**config.mk**
```make
export PLATFORM = sky130hd
export DESIGN_NAME = clock_gate_ctrl
export DESIGN_NICKNAME = d
export VERILOG_FILES = /design/src/rtl/clock_gate_pkg.sv /design/src/rtl/clock_gate_dom_fsm.sv /design/src/rtl/clock_gate_ctrl.sv
export SDC_FILE = /design/constraint.sdc
export NUM_CORES = 1
export LEC_CHECK = 0
export BUFFER_PORTS_ARGS = -buffer_cell sky130_fd_sc_hd__buf_4
export CORE_UTILIZATION = 51
export CTS_CLUSTER_DIAMETER = 50
export CTS_CLUSTER_SIZE = 12
export DETAILED_ROUTE_END_ITERATION = 8
export PLACE_DENSITY = 0.7
export SLEW_MARGIN = 20
export SYNTH_ARGS = -nofsm -noshare
export SYNTH_HDL_FRONTEND = slang
export SYNTH_SLANG_ARGS = --single-unit
export TNS_END_PERCENT = 1
```
**constraint.sdc**
```tcl
create_clock -name clk -period 2.77 [get_ports clk]
set_input_delay 0 -clock clk [delete_from_list [all_inputs] [get_ports clk]]
set_output_delay 0 -clock clk [all_outputs]
set_load 0.05 [all_outputs]
```
**src/rtl/clock_gate_pkg.sv**
```systemverilog
// -----------------------------------------------------------------------------
// clock_gate_pkg
// Shared types and default constants for the per-domain clock-gating
// controller (clock_gate_ctrl and its per-domain FSM clock_gate_dom_fsm).
//
// Contents:
//   dom_state_t      - per-domain FSM state (OFF, WAKE, ON, IDLE)
//   IDLE_CYCLES_DEF  - default idle threshold before a domain is gated off
//   WAKE_CYCLES_DEF  - default wake latency from gate_en rise to dom_ready rise
//   STAT_W           - width of one per-domain OFF-cycle statistics counter
//                      (only used when CLOCK_GATE_STAT_EN is defined)
// -----------------------------------------------------------------------------
package clock_gate_pkg;

    // OFF  : gating cell disabled, domain clock stopped
    // WAKE : gating cell enabled, waiting for the enable pipeline to settle
    // ON   : clock running, domain active
    // IDLE : clock running, counting consecutive idle cycles
    typedef enum logic [1:0] {
        ST_OFF  = 2'b00,
        ST_WAKE = 2'b01,
        ST_ON   = 2'b10,
        ST_IDLE = 2'b11
    } dom_state_t;

    localparam int IDLE_CYCLES_DEF = 16;
    localparam int WAKE_CYCLES_DEF = 2;
    localparam int STAT_W          = 16;

endpackage

```
**src/rtl/clock_gate_dom_fsm.sv**
```systemverilog
// -----------------------------------------------------------------------------
// clock_gate_dom_fsm
// One domain of the clock-gating controller: the OFF/WAKE/ON/IDLE FSM, its
// wake and idle counters, and the registered outputs for that domain.
//
// Optional feature (macro CLOCK_GATE_STAT_EN): adds a 16-bit saturating
// counter of cycles spent in OFF, cleared by reset or stat_clr.
//
// Ports:
//   clk       in   system clock (ungated)
//   reset     in   synchronous, active-high reset
//   act       in   activity/request for this domain
//   force_on  in   keep the domain clock enabled
//   force_off in   gate the domain immediately (highest priority)
//   gate_en   out  enable to the gating cell (registered)
//   dom_ready out  domain clock running and stable (registered)
//   dom_gated out  domain is in OFF (registered)
//   stat_clr  in   clear the OFF-cycle counter   (CLOCK_GATE_STAT_EN only)
//   stat_cnt  out  OFF-cycle counter, saturating (CLOCK_GATE_STAT_EN only)
// -----------------------------------------------------------------------------
module clock_gate_dom_fsm
    import clock_gate_pkg::*;
#(
    parameter int IDLE_CYCLES = IDLE_CYCLES_DEF,
    parameter int WAKE_CYCLES = WAKE_CYCLES_DEF
) (
    input  logic              clk,
    input  logic              reset,
    input  logic              act,
    input  logic              force_on,
    input  logic              force_off,
    output logic              gate_en,
    output logic              dom_ready,
    output logic              dom_gated
`ifdef CLOCK_GATE_STAT_EN
    ,
    input  logic              stat_clr,
    output logic [STAT_W-1:0] stat_cnt
`endif
);

    localparam int IW = $clog2(IDLE_CYCLES + 1);
    localparam int WW = $clog2(WAKE_CYCLES + 1);

    localparam logic [IW-1:0] IDLE_THR  = IW'(IDLE_CYCLES);
    localparam logic [IW-1:0] IDLE_LAST = IW'(IDLE_CYCLES - 1);
    localparam logic [WW-1:0] WAKE_LAST = WW'(WAKE_CYCLES - 1);

    dom_state_t    state;
    logic [IW-1:0] idle_cnt;
    logic [WW-1:0] wake_cnt;

    // Domain FSM with registered outputs. The idle counter holds the number
    // of consecutive idle cycles already sampled; the gate drops on the edge
    // that samples the IDLE_CYCLES-th one, so the test against IDLE_LAST is
    // made before the increment. On that edge the counter is loaded with the
    // threshold, which OFF then clears on the following edge.
    always_ff @(posedge clk) begin
        if (reset) begin
            state     <= ST_OFF;
            idle_cnt  <= '0;
            wake_cnt  <= '0;
            gate_en   <= 1'b0;
            dom_ready <= 1'b0;
            dom_gated <= 1'b1;
        end else begin
            case (state)
                ST_OFF: begin
                    idle_cnt <= '0;
                    wake_cnt <= '0;
                    if (!force_off && (force_on || act)) begin
                        state     <= ST_WAKE;
                        gate_en   <= 1'b1;
                        dom_ready <= 1'b0;
                        dom_gated <= 1'b0;
                    end else begin
                        gate_en   <= 1'b0;
                        dom_ready <= 1'b0;
                        dom_gated <= 1'b1;
                    end
                end

                ST_WAKE: begin
                    if (force_off) begin
                        state     <= ST_OFF;
                        wake_cnt  <= '0;
                        gate_en   <= 1'b0;
                        dom_ready <= 1'b0;
                        dom_gated <= 1'b1;
                    end else if (wake_cnt == WAKE_LAST) begin
                        state     <= ST_ON;
                        wake_cnt  <= '0;
                        dom_ready <= 1'b1;
                    end else begin
                        wake_cnt <= wake_cnt + WW'(1);
                    end
                end

                ST_ON: begin
                    if (force_off) begin
                        state     <= ST_OFF;
                        idle_cnt  <= '0;
                        gate_en   <= 1'b0;
                        dom_ready <= 1'b0;
                        dom_gated <= 1'b1;
                    end else if (!act && !force_on) begin
                        // A threshold of one means this first idle cycle
                        // already qualifies, so there is no IDLE dwell.
                        if (IDLE_CYCLES == 1) begin
                            state     <= ST_OFF;
                            idle_cnt  <= IDLE_THR;
                            gate_en   <= 1'b0;
                            dom_ready <= 1'b0;
                            dom_gated <= 1'b1;
                        end else begin
                            state    <= ST_IDLE;
                            idle_cnt <= IW'(1);
                        end
                    end
                end

                ST_IDLE: begin
                    if (force_off) begin
                        state     <= ST_OFF;
                        idle_cnt  <= '0;
                        gate_en   <= 1'b0;
                        dom_ready <= 1'b0;
                        dom_gated <= 1'b1;
                    end else if (act || force_on) begin
                        state    <= ST_ON;
                        idle_cnt <= '0;
                    end else if (idle_cnt == IDLE_LAST) begin
                        state     <= ST_OFF;
                        idle_cnt  <= IDLE_THR;
                        gate_en   <= 1'b0;
                        dom_ready <= 1'b0;
                        dom_gated <= 1'b1;
                    end else begin
                        idle_cnt <= idle_cnt + IW'(1);
                    end
                end

                default: begin
                    state     <= ST_OFF;
                    idle_cnt  <= '0;
                    wake_cnt  <= '0;
                    gate_en   <= 1'b0;
                    dom_ready <= 1'b0;
                    dom_gated <= 1'b1;
                end
            endcase
        end
    end

`ifdef CLOCK_GATE_STAT_EN
    // Counts cycles the domain sits in OFF; a clear wins over an increment
    // landing on the same edge, and the count sticks at all-ones.
    always_ff @(posedge clk) begin
        if (reset || stat_clr) begin
            stat_cnt <= '0;
        end else if (state == ST_OFF && stat_cnt != '1) begin
            stat_cnt <= stat_cnt + STAT_W'(1);
        end
    end
`endif

endmodule

```
**src/rtl/clock_gate_ctrl.sv**
```systemverilog
// -----------------------------------------------------------------------------
// clock_gate_ctrl
// Per-domain clock-gating controller. Drives the enable of NUM_DOM downstream
// gating cells (posedge flop -> negedge flop -> AND with clk), gating a domain
// off after IDLE_CYCLES idle cycles and reporting dom_ready once the enable
// pipeline has settled after a wake. force_off > force_on > act per domain.
//
// Optional feature (macro CLOCK_GATE_STAT_EN): per-domain 16-bit saturating
// counters of cycles spent in OFF, with a common clear.
//
// Ports:
//   clk       in   1          system clock (ungated)
//   reset     in   1          synchronous, active-high reset
//   act       in   NUM_DOM    per-domain activity/request
//   force_on  in   NUM_DOM    keep domain clock enabled
//   force_off in   NUM_DOM    gate domain immediately
//   gate_en   out  NUM_DOM    gating-cell enable (registered)
//   dom_ready out  NUM_DOM    domain clock running and stable (registered)
//   dom_gated out  NUM_DOM    domain in OFF (registered)
//   stat_clr  in   1          clear all OFF counters      (CLOCK_GATE_STAT_EN)
//   stat_cnt  out  NUM_DOM*16 domain i at [16*i+15:16*i]  (CLOCK_GATE_STAT_EN)
// -----------------------------------------------------------------------------
module clock_gate_ctrl
    import clock_gate_pkg::*;
#(
    parameter int NUM_DOM     = 4,
    parameter int IDLE_CYCLES = IDLE_CYCLES_DEF,
    parameter int WAKE_CYCLES = WAKE_CYCLES_DEF
) (
    input  logic                      clk,
    input  logic                      reset,
    input  logic [NUM_DOM-1:0]        act,
    input  logic [NUM_DOM-1:0]        force_on,
    input  logic [NUM_DOM-1:0]        force_off,
    output logic [NUM_DOM-1:0]        gate_en,
    output logic [NUM_DOM-1:0]        dom_ready,
    output logic [NUM_DOM-1:0]        dom_gated
`ifdef CLOCK_GATE_STAT_EN
    ,
    input  logic                      stat_clr,
    output logic [NUM_DOM*STAT_W-1:0] stat_cnt
`endif
);

    // Domains are fully independent, so each gets its own FSM instance.
    for (genvar i = 0; i < NUM_DOM; i++) begin : g_dom
        clock_gate_dom_fsm #(
            .IDLE_CYCLES (IDLE_CYCLES),
            .WAKE_CYCLES (WAKE_CYCLES)
        ) u_fsm (
            .clk       (clk),
            .reset     (reset),
            .act       (act[i]),
            .force_on  (force_on[i]),
            .force_off (force_off[i]),
            .gate_en   (gate_en[i]),
            .dom_ready (dom_ready[i]),
            .dom_gated (dom_gated[i])
`ifdef CLOCK_GATE_STAT_EN
            ,
            .stat_clr  (stat_clr),
            .stat_cnt  (stat_cnt[STAT_W*i +: STAT_W])
`endif
        );
    end

endmodule

```
Yosys cells after proc, flatten, opt, wreduce, memory -nomap -nowiden --
Cells that the tools add are included.
Storage, ports and cells: bits of input ports 14, output and inout port bits 12, logic and storage cells 272, bits in registers 48
Operators by class: multiplexer cells 132, reduce and logical (&&, ||, !) cells 56, $add $sub $neg 8, equality and inequality tests 52
Operators by type and width (count):
- 5-bit two-way mux | 20
- 2-bit two-way mux | 40
- 5-bit case mux with 3 select lines | 4
- 1-bit two-way mux | 48
- 3-bit by 2-bit != test with 1-bit output, second input constant | 12
- 2-bit case mux with 4 select lines | 4
- 4-bit AND reduction | 8
- 1-bit case mux with 3 select lines | 8
- 5-bit by 1-bit adder with 5-bit output, second input constant | 4
- 5-bit by 4-bit == test with 1-bit output, second input constant | 4
- 2-bit by 1-bit == test with 1-bit output, second input constant | 8
- 2-bit == test, second input constant | 8
- 2-bit by 1-bit != test with 1-bit output, second input constant | 8
- 4-bit by 2-bit != test with 1-bit output, second input constant | 4
- 1-bit case mux with 4 select lines | 4
- 2-bit case mux with 2 select lines | 4
- 1-bit zero test | 12
- 3-bit != test, second input constant | 4
- 3-bit AND reduction | 4
- 3-bit nonzero test | 4
- 2-bit by 1-bit adder with 2-bit output, second input constant | 4
- 1-bit logical AND | 8
- 2-bit zero test | 4
- 2-bit != test, second input constant | 4
- other kinds (4) | 16

Logic depth before layout (Yosys ltp) --
Gate-level depths: netlist of the first run.
depth in word-level cells 5, mapped depth 7, depth with buffers taken out 7

Modules after synthesis --
Synthesis of the first run repeated with hierarchy kept, for this count alone.
Second synthesis, totals: cells, all modules 356, area, all modules 2987.9 um^2
By module, submodules not included:
- clock_gate_dom_fsm | area an instance 747.0 um^2, sequential area each 240.2 um^2, cells an instance 89, times used 4

Least setup slack after synthesis of the first run --
No wires, ideal clock.
kind reg-to-reg, start register g_dom[3].u_fsm.state[0], end register g_dom[3].u_fsm.idle_cnt[2], arrival time 1.907 ns, stages on the path, launching flop included 6, slack 0.804 ns, library setup time 0.059 ns, clock period less this slack 1.966 ns, cell sequence dfxtp_1 > ha_1 > or4b_4 > or4_4 > a211oi_2 > a22o_1
Between the ends: longest elaborated chain between the ends 3
Ends and longest elaborated chain:
- start, declared | line clock_gate_dom_fsm.sv:49 | dom_state_t state;
- start signal, assigned | line clock_gate_dom_fsm.sv:60 | state <= ST_OFF;
- start signal, assigned | line clock_gate_dom_fsm.sv:72 | state <= ST_WAKE;
- start signal, assigned | line clock_gate_dom_fsm.sv:85 | state <= ST_OFF;
- 2-bit == test / 2-bit zero test (equally long branches) | line clock_gate_dom_fsm.sv:67 | case (state)
- 3-bit by 2-bit != test with 1-bit output (no line) / 3-bit nonzero test (equally long branches)
- 2-bit AND reduction (no line)
- end signal, assigned | line clock_gate_dom_fsm.sv:139 | idle_cnt <= idle_cnt + IW'(1);
- end, declared | line clock_gate_dom_fsm.sv:50 | logic [IW-1:0] idle_cnt;
Several ways; a longest one is shown, not always the timed one. A chain may end at the register's enable or synchronous reset.

Worst setup path after layout of the first run --
start register g_dom[2].u_fsm.idle_cnt[0], end register g_dom[2].u_fsm.idle_cnt[3]
Between the ends: longest elaborated chain between the ends 5
Ends and longest elaborated chain:
- start, declared | line clock_gate_dom_fsm.sv:50
- start signal, assigned | line clock_gate_dom_fsm.sv:139
- 5-bit by 1-bit adder with 5-bit output / 5-bit by 4-bit == test with 1-bit output (equally long branches) | line clock_gate_dom_fsm.sv:139, clock_gate_dom_fsm.sv:132
- 5-bit two-way mux (*) | line clock_gate_dom_fsm.sv:132 | end else if (idle_cnt == IDLE_LAST) begin
- 5-bit two-way mux (*) | line clock_gate_dom_fsm.sv:129 | end else if (act || force_on) begin
- 5-bit two-way mux (*) | line clock_gate_dom_fsm.sv:123 | if (force_off) begin
- 5-bit case mux with 3 select lines (*) | line clock_gate_dom_fsm.sv:67
Every way passes the cells marked *; elsewhere a longest branch is shown, timed or not.

==> results.toml, run 1 <==
[critical_path]
cp-end-kind = "flip-flop"
crit_path_top_delay_cell = "or3b_2"
cp_data_arrival_time_ns = 2.38
path_depth = 7
path_cells = "ha_1, and3_1, ha_1, or3b_2, nor3_1, nand3_1, a31oi_1"
r2r_cells = 7
crit_path_max_incr_delay_ns = 0.48
crit_family = "simple AND/OR/NAND/NOR gates"
crit_required_ns = 3.01
path_buf_inv = 0
critPathMaxFanout = 4
startpoint_type = "flip-flop"
crit_top_cell = "ha_1"
critical_path_class = "flip-flop to flip-flop"

[logic_synthesis]
synthSimpleGateAreaFrac_pct = 21.3
synthFlopType = "dfxtp_1"
ys_ff_latch = 48
synth_nets = 380
synth-xor-area-share_pct = 0
synth_area_leaders = "dfxtp_1 (33%), ha_1 (12%), nor2_1 (5.9%), a21oi_1 (3.5%), buf_4 (3.1%)"
synth_top_family_by_area = "compound AO/OA/AOI/OAI gates"
synth-compound-area-share_pct = 24.4
synth_area_um2 = 2870
synthArstFlopShare_pct = 0
synth-warning-count = 0
synthMuxAreaShare_pct = 1.39
yosysSeqAreaShare_pct = 33.5
synth-edff-count = 0
yosysTopAreaCell = "dfxtp_1"
syn_inst = 338
avgSynthCellArea_um2 = 8.50
synth.top_cell.area_share_pct = 33.5
synthAdderAreaFrac_pct = 12.2
synth_cell_types = 56

[sta]
setup_viol = 0
fmax_mhz = 467
tns_ns = 0
slew_headroom_pct = 64.7
hold_viol = 0
skew_ns = 0.00937
period_needed_ns = 2.14
slew_violations = 0
rsz0062_at_grt = "false"
post-route-period-util_pct = 77.2
tightest_slew_ns = 0.525

[placement]
port_buffers = 25
dp_cells = 411
hpwl_um = 3850
gp_congestion = 0.829

[grt]
antenna_found_initial = 0
grt_pass1_wl_um = 9740
grt_max_degree = 43
grt_usage_pct = 19.8
first_global_vias = 2218
grt.overflow.total = 0

[route]
via_per_inst = 5.62
drt-met1-wl_um = 2750
wl_met2_um = 2450
met3_length_um = 155
routed_wl_um = 5430
dr_total_vias = 2370
top_layer_used = "met4"
wl_per_cell_um = 12.9
drtIter0Drc = 102
first_pass_iters = 4
ant_nets = 0
drc = 0

[run_status]
run_status = "finished, final reports clean"

[cells_and_area]
drive_gt1_share_pct = 12.2
final_cell_mix = "dfxtp_1 (48), nor2_1 (45), ha_1 (28), buf_4 (25), inv_1 (22)"
antenna_cells = 0
num-nets-final = 393
fin_cells = 422
syn_to_final_growth_pct = 10.4
final_common_cell = "dfxtp_1"

[die]
io_pins = 26
die_w_um = 77.0
rows = 26
dieHeight_um = 77.0
dieArea_um2 = 5930
start_util_pct = 54.5
core_um2 = 5270

[min_path]
hold_path_depth = 4
hold_path.class = "input pin to flip-flop"

[pwr]
power_frac_seq_pct = 44.6
p_leak_nw = 1.34
power_mw = 1.67
clkPwrFrac_pct = 32.3
switching_share_pct = 30.3
peakVddDrop_mv = 0.265
power.switching_mw = 0.507
internal-power_mw = 1.17
power_density_nw_per_um2 = 528
comb_power_share_pct = 23.2

[cts]
cts_repair_resize_count = 0
cts-buffers-inserted = 5
cts_sinks = 48
cts_max_path_buffers = 2
insertion_delay_ns = 0.31
cts_root_buffer = "clkbuf_8"
cts_tree = "yes"
clk_pin_slew_ns = 0.10
htreeDepth = 2

[flow_run]
maxCapViolCount = 0
==> stage by stage <==
step	utilization [%]	cell area (um^2)	hold slack, ns	setup WS, ns
after global routing	60.2	3170	0.0438	0.400
after global placement	57.3	3020	0.238	0.722
after CTS	60.2	3170	0.0140	0.643
after detailed placement	57.3	3020	0.238	0.652
after floorplan	-	2870	0.0785	0.804
final	60.2	3170	0.0230	0.631
==> synthesized netlist by cell type, types with 3 or more instances <==
| library cell | number |
|---|---|
| o21ai_0 | 15 |
| o21a_1 | 4 |
| and3_1 | 6 |
| nand3_1 | 6 |
| o21bai_1 | 9 |
| nor4_1 | 4 |
| clkbuf_1 | 9 |
| ha_1 | 28 |
| nand2b_1 | 11 |
| inv_1 | 22 |
| nor2b_1 | 6 |
| a31oi_1 | 4 |
| a22oi_1 | 3 |
| nand3b_1 | 4 |
| or2_2 | 4 |
| dfxtp_1 | 48 |
| nor3_1 | 7 |
| a211o_1 | 3 |
| nand2_1 | 6 |
| mux2i_1 | 4 |
| a21oi_1 | 20 |
| a211oi_1 | 8 |
| nor2_1 | 45 |
| nor3b_1 | 3 |
| a21boi_0 | 3 |
| o211a_1 | 4 |
| buf_4 | 12 |
| o22ai_1 | 5 |
==> layer usage <==
metal / vias up / GRT usage, %
li1: 1230 / -
met4: 0 / 6.79
met2: 28 / 32.8
met3: 7 / 3.69
met1: 1105 / 25.7
met5: - / 0
==> power by group through the flow <==
stage / combinational (mW) / clock, mW / sequential (mW)
after detailed placement: 0.381 / 0 / 0.763
after CTS: 0.387 / 0.561 / 0.746
after floorplan: 0.308 / 0 / 0.757
after global routing: 0.432 / 0.585 / 0.752
after global placement: 0.378 / 0 / 0.761
final: 0.387 / 0.540 / 0.746
==> path summary, 6_finish.rpt <==
check	startpoint	end	slack, ns
setup / recovery	g_dom[2].u_fsm.idle_cnt[0]$_SDFFE_PP0P_	g_dom[2].u_fsm.idle_cnt[3]$_SDFFE_PP0P_	0.63
hold / removal	act[0]	g_dom[0].u_fsm.idle_cnt[0]$_SDFFE_PP0P_	0.02
setup reg to reg	g_dom[2].u_fsm.idle_cnt[0]$_SDFFE_PP0P_	g_dom[2].u_fsm.idle_cnt[3]$_SDFFE_PP0P_	0.63
hold reg to reg	g_dom[0].u_fsm.dom_gated$_SDFFE_PP1P_	g_dom[0].u_fsm.dom_gated$_SDFFE_PP1P_	0.45
==> kinds of logic (layout without fill, tap and decap cells) <==
kind of cell / count (synthesis) / count (layout)
AO/OA/AOI/OAI: 100 / 100
flip-flops: 48 / 48
adder cells (fa/ha/maj): 28 / 28
buffers and inverters: 44 / 58
AND/OR/NAND/NOR: 114 / 114
multiplexers: 4 / 4
==> tightest hold or removal path, cell delays in order <==
cell      delay [ns]
buf_4           0.09
nor2_1          0.04
nand3b_1        0.07
a31oi_1         0.08
==> area by class of cell <==
type	instances	area, um^2
multi-input cells	246	1700
inverters	22	82.6
flip-flops and latches	48	961
well taps	70	87.6
clock buffers	6	82.6
clock inverters	2	38.8
repair buffers	28	218
fillers	480	2100
==> flip-flops by register name (all words and copies together) (netlist names) <==
signal / count
g_dom.u_fsm.gate_en: 4
g_dom.u_fsm.wake_cnt: 8
g_dom.u_fsm.idle_cnt: 20
g_dom.u_fsm.dom_ready: 4
g_dom.u_fsm.dom_gated: 4
g_dom.u_fsm.state: 8
==> what timing repair did <==
action | 4_1_cts | 5_1_grt
setup buffers | 0 | 0
hold buffers | 3 | 0
endpoints found under the hold margin | 7 | 0
No activity file was read; power rests on OpenSTA's default activity.
==> run 2: changes to the inputs <==
--- a/config.mk
+++ b/config.mk
@@ -5,6 +5,7 @@
 export SDC_FILE = /design/constraint.sdc
 export NUM_CORES = 1
 export LEC_CHECK = 0
+export ABC_AREA = 1
 export BUFFER_PORTS_ARGS = -buffer_cell sky130_fd_sc_hd__buf_4
 export CORE_UTILIZATION = 51
 export CTS_CLUSTER_DIAMETER = 50
==> constraint.sdc (replaced) <==
create_clock -name clk -period 2.05 [get_ports clk]
set_input_delay 0 -clock clk [delete_from_list [all_inputs] [get_ports clk]]
set_output_delay 0 -clock clk [all_outputs]
set_load 0.05 [all_outputs]
==> results.toml, run 2 <==
[critical_path]
crit_required_ns = 2.25
r2r_cells = 9
critPathMaxFanout = 4
cp-end-kind = "flip-flop"
startpoint = "g_dom[0].u_fsm.idle_cnt[1]$_SDFFE_PP0P_"
path_depth = 9
critical_path_class = "flip-flop to flip-flop"
path_buf_inv = 1
path_cells = "ha_1, nand2_1, nor2_1, ha_1, inv_1, o21ai_1, nand4_1, o21ai_0, nand2_1"
crit_family = "flip-flops"
rr_startpoint = "g_dom[0].u_fsm.idle_cnt[1]$_SDFFE_PP0P_"
crit_path_max_incr_delay_ns = 0.39
cp_data_arrival_time_ns = 1.86
crit_path_end = "g_dom[0].u_fsm.dom_gated$_SDFFE_PP1P_"
crit_path_top_delay_cell = "dfxtp_1"
worstReg2RegEnd = "g_dom[0].u_fsm.dom_gated$_SDFFE_PP1P_"
rrSetupSlack_ns = 0.39
startpoint_type = "flip-flop"

[route]
routed_wl_um = 5560
first_pass_iters = 6
via_per_inst = 4.93
drtIter0Drc = 137
dr_total_vias = 2587
wl_per_cell_um = 10.6
ant_nets = 0
drc = 0

[die]
rows = 27
dieHeight_um = 78.8
core_um2 = 5610
die_w_um = 78.8
io_pins = 26
dieArea_um2 = 6200
start_util_pct = 53.6

[logic_synthesis]
synthTopCellsByCount = "nand2_1 (95), inv_1 (71), dfxtp_1 (48), nor2_1 (43), a21oi_1 (30)"
synth_area_leaders = "dfxtp_1 (32%), nand2_1 (12%), ha_1 (12%), inv_1 (8.9%), nor2_1 (5.4%)"
synthArstFlopShare_pct = 0
synth.top_cell.area_share_pct = 32.0
synth.most_common_cell = "nand2_1"
synth-edff-count = 0
synth_cell_types = 30
synth-warning-count = 0
synth_area_um2 = 3000
syn_inst = 434
ys_ff_latch = 48
yosysSeqAreaShare_pct = 32.0
synthFlopType = "dfxtp_1"
synth_nets = 476
yosysTopAreaCell = "dfxtp_1"
avgSynthCellArea_um2 = 6.92

[sta]
period_needed_ns = 1.66
setup_viol = 0
slew_violations = 0
whs_ns = 0.0260
slew_headroom_pct = 78.8
tns_ns = 0
hold_viol = 0
tightest_slew_ns = 0.315
fmax_mhz = 601
post-route-period-util_pct = 81.1
final.setup.worst_slack_ns = 0.387
rsz0062_at_grt = "false"
skew_ns = 0.00513

[cts]
cts_sinks = 48
cts_tree = "yes"
cts_max_path_buffers = 2
post_cts_buffers = 0
cts-buffers-inserted = 5
insertion_delay_ns = 0.30
htreeDepth = 2
clk_pin_slew_ns = 0.09
cts_root_buffer = "clkbuf_8"

[cells_and_area]
reg_top3 = "g_dom.u_fsm.idle_cnt: 20 flops, g_dom.u_fsm.state: 8 flops, g_dom.u_fsm.wake_cnt: 8 flops"
antenna_cells = 0
syn_to_final_growth_pct = 10.5
fin_cells = 525
num-nets-final = 494
final_cell_mix = "nand2_1 (95), inv_1 (71), dfxtp_1 (48), nor2_1 (43), a21oi_1 (30)"
drive_gt1_share_pct = 13.7
final_common_cell = "nand2_1"
largest_register_ffs = 20
largest_register = "g_dom.u_fsm.idle_cnt"

[placement]
pre_cts_ws_ns = 0.423
hpwl_um = 4260
gp_congestion = 0.916
port_buffers = 25
dp_cells = 515

[run_status]
run_status = "finished, final reports clean"

[grt]
grt_pass1_wl_um = 10100
antenna_found_initial = 0
grt_usage_pct = 20.3
grt.overflow.total = 0
grt_max_degree = 26
first_global_vias = 2423

[pwr]
p_leak_nw = 1.44
peakVddDrop_mv = 0.362
power_mw = 2.43
power_density_nw_per_um2 = 734

[flow_run]
maxCapViolCount = 0

[min_path]
hold_path.class = "input pin to flip-flop"
[run 2: cell type report]
cell class	count	area, um^2
multi-input combinational	293	1650
tap	72	90.1
timing repair buffer	28	215
clock inverter	2	38.8
sequential	48	961
clock buffer	6	82.6
fill	539	2290
inverter	76	285
[run 2: cell families after synthesis]
group / count (synthesis) / synth area share [%]
AND/OR/NAND/NOR: 192 / 29.2
buffers and inverters: 93 / 13.2
AO/OA/AOI/OAI: 69 / 12.7
flip-flops: 48 / 32.0
adder cells (fa/ha/maj): 28 / 11.7
XOR/XNOR: 4 / 1.17
[run 2: repair_timing]
item / 4_1_cts / 5_1_grt
hold buffers: 2 / 0
hold endpoints to repair: 1 / 0
gates resized for setup: 0 / 0
[run 2: layer usage]
layer	GRT usage [%]	part of all wire, %	vias up
met2	33.6	46	34
met1	25.6	49	1146
met3	3.79	2.9	9
li1	-	-	1398
met4	9.07	2.1	0
met5	0	0	-
[run 2: worst min-delay path by stage]
stage                      start                                       to  slack [ns]  depth (start not counted)
detailed placement        act[3]  g_dom[3].u_fsm.idle_cnt[1]$_SDFFE_PP0P_        0.32                          4
global route              act[1]  g_dom[1].u_fsm.idle_cnt[1]$_SDFFE_PP0P_        0.03                          4
global placement          act[3]  g_dom[3].u_fsm.idle_cnt[1]$_SDFFE_PP0P_        0.32                          4
finish                    act[1]  g_dom[1].u_fsm.idle_cnt[1]$_SDFFE_PP0P_        0.03                          4
CTS                       act[1]  g_dom[1].u_fsm.idle_cnt[1]$_SDFFE_PP0P_        0.02                          4
floorplan           force_off[3]  g_dom[3].u_fsm.idle_cnt[4]$_SDFFE_PP0P_        0.20                          3
[run 2: worst reg2reg max path, cell delays in order, from the launching register on]
cell and delay [ns]:
dfxtp_1 0.39, ha_1 0.20, nand2_1 0.08, nor2_1 0.10, ha_1 0.17, inv_1 0.07, o21ai_1 0.24, nand4_1 0.14
o21ai_0 0.10, nand2_1 0.07
[run 2: where the power goes]
part | switching, mW | internal, mW | total [mW]
logic | 0.438 | 0.231 | 0.669
registers | 0.0438 | 0.993 | 1.04
clock network | 0.330 | 0.399 | 0.730
total | 0.812 | 1.62 | 2.43
[run 2: stage by stage]
stage / util, % / area (um^2)
after floorplan: - / 3000
after global placement: 56.7 / 3180
final: 59.2 / 3320
after CTS: 59.2 / 3320
after global routing: 59.2 / 3320
after detailed placement: 56.7 / 3180
==> run 3: changes to the inputs <==
==> constraint.sdc (replaced) <==
create_clock -name clk -period 1.6 [get_ports clk]
set_input_delay 0 -clock clk [delete_from_list [all_inputs] [get_ports clk]]
set_output_delay 0 -clock clk [all_outputs]
set_load 0.05 [all_outputs]
==> results.toml, run 3 (synthesis results as in run 2) <==
[min_path]
hold_path.class = "input pin to flip-flop"
hold_path_depth = 4

[die]
rows = 27
dieHeight_um = 78.8
start_util_pct = 53.6
core_um2 = 5610
die_w_um = 78.8
dieArea_um2 = 6200
io_pins = 26

[placement]
hpwl_um = 4470
pre_cts_ws_ns = 0.0223
port_buffers = 25
gp_congestion = 0.835

[sta]
hold_viol = 0
slew_violations = 0
period_needed_ns = 1.51
slew_headroom_pct = 77.4
post-route-period-util_pct = 94.2
setup_viol = 0
skew_ns = 0.00367
final.setup.worst_slack_ns = 0.0928
tightest_slew_ns = 0.338
fmax_mhz = 663
whs_ns = 0.0141
rsz0062_at_grt = "true"

[grt]
grt_pass1_wl_um = 10500
grt_max_degree = 26
grt.overflow.total = 0
first_global_vias = 2565
antenna_found_initial = 0
grt_usage_pct = 21.3

[critical_path]
path_cells = "ha_1, nand2_1, nor2_1, ha_1, inv_1, buf_4, o21ai_4, nand3_1, nand2_1, a21oi_1"
crit_path_top_delay_cell = "dfxtp_2"
crit_required_ns = 1.81
startpoint_type = "flip-flop"
critical_path_class = "flip-flop to flip-flop"
cp-end-kind = "flip-flop"
cp_data_arrival_time_ns = 1.71
crit_path_max_incr_delay_ns = 0.34
r2r_cells = 10
critPathMaxFanout = 4
path_buf_inv = 2
path_depth = 10
crit_family = "simple AND/OR/NAND/NOR gates"

[pwr]
power_frac_seq_pct = 41.7
clkPwrFrac_pct = 30.3
power_density_nw_per_um2 = 914
internal-power_mw = 2.13
peakVddDrop_mv = 0.441
switching_share_pct = 33.1
comb_power_share_pct = 27.9
power.switching_mw = 1.06
p_leak_nw = 1.49

[cells_and_area]
antenna_cells = 0
final_common_cell = "nand2_1"
reg_top3 = "g_dom.u_fsm.idle_cnt: 20 flops, g_dom.u_fsm.state: 8 flops, g_dom.u_fsm.wake_cnt: 8 flops"
final_cell_mix = "nand2_1 (93), inv_1 (65), nor2_1 (38), dfxtp_1 (37), buf_4 (37)"
largest_register = "g_dom.u_fsm.idle_cnt"
largest_register_ffs = 20
syn_to_final_growth_pct = 16.2
fill_cells = 534
num-nets-final = 503
drive_gt1_share_pct = 23.4

[run_status]
run_status = "finished, final reports clean"

[cts]
cts_max_path_buffers = 2
htreeDepth = 2
clk_pin_slew_ns = 0.09
cts-buffers-inserted = 5
cts_sinks = 48
cts_root_buffer = "clkbuf_8"
insertion_delay_ns = 0.30
cts_tree = "yes"

[route]
routed_wl_um = 6040
ant_nets = 0
via_per_inst = 5.03
drc = 0
first_pass_iters = 4
dr_total_vias = 2684
wl_per_cell_um = 11.3
drtIter0Drc = 72

[flow_run]
maxCapViolCount = 0
[run 3: changes by cell type in the layout (fill, tap and decap cells not counted), sizes merged]
cell / delta
buf: +11
dlygate4sd3: -2
clkbuf: +1
clkinv: -1
[run 3: routing by layer]
layer  up-vias  global-route usage (%)  part of all wire (%)  wire length [um]
met2        37                    36.9                    48              2900
met4         0                    8.70                   1.5                91
met5         -                       0                     0                 0
met1      1220                    25.9                    48              2880
li1       1420                       -                     -                 -
met3         7                    3.91                   2.7               163
[run 3: cell type report]
class                           count  area, um^2  share of cell area [%]
Timing Repair Buffer               37         278                    7.95
Clock buffer                        7        96.3                    2.76
Inverter                           76         285                    8.17
Multi-Input combinational cell    293        1740                    49.7
Clock inverter                      1        30.0                   0.860
Sequential cell                    48         977                    28.0
Tap cell                           72        90.1                    2.58
[run 3: path summary, 6_finish.rpt]
kind | from | end | slack (ns)
setup / recovery | g_dom[3].u_fsm.idle_cnt[0]$_SDFFE_PP0P_ | g_dom[3].u_fsm.gate_en$_SDFFE_PP0P_ | 0.09
hold / removal | act[3] | g_dom[3].u_fsm.idle_cnt[1]$_SDFFE_PP0P_ | 0.01
setup reg to reg | g_dom[3].u_fsm.idle_cnt[0]$_SDFFE_PP0P_ | g_dom[3].u_fsm.gate_en$_SDFFE_PP0P_ | 0.09
hold reg to reg | g_dom[0].u_fsm.wake_cnt[1]$_SDFFE_PP0P_ | g_dom[0].u_fsm.wake_cnt[1]$_SDFFE_PP0P_ | 0.44
[run 3: worst reg2reg max path: stages (launching register included)]
cell and delay [ns]:
dfxtp_2 0.34, ha_1 0.16, nand2_1 0.08, nor2_1 0.10
ha_1 0.15, inv_1 0.06, buf_4 0.14, o21ai_4 0.16
nand3_1 0.12, nand2_1 0.08, a21oi_1 0.03
[run 3: through the flow]
step | util, % | cells | total power, mW | instance area [um^2] | TNS, ns
finish | 62.3 | 534 | 3.19 | 3490 | 0
global route | 62.3 | 534 | 3.39 | 3490 | -0.276
CTS | 60.3 | 533 | 3.20 | 3380 | 0
detailed placement | 58.0 | 525 | 2.23 | 3250 | 0
global placement | 58.0 | 525 | 2.21 | 3250 | 0
floorplan | - | 434 | 2.04 | 3000 | 0
[run 3: what timing repair did]
item	CTS	global route
hold buffers	0	0
pin swaps	0	7
setup endpoints to repair	2	28
setup buffers	0	1
resized for setup	1	41
[run 3: power groups by stage]
stage	Sequential (mW)	Clock, mW	Combinational (mW)
after CTS	1.33	0.996	0.875
after floorplan	1.34	0	0.700
after global routing	1.34	1.04	1.00
after detailed placement	1.36	0	0.870
final	1.33	0.968	0.891
after global placement	1.35	0	0.859
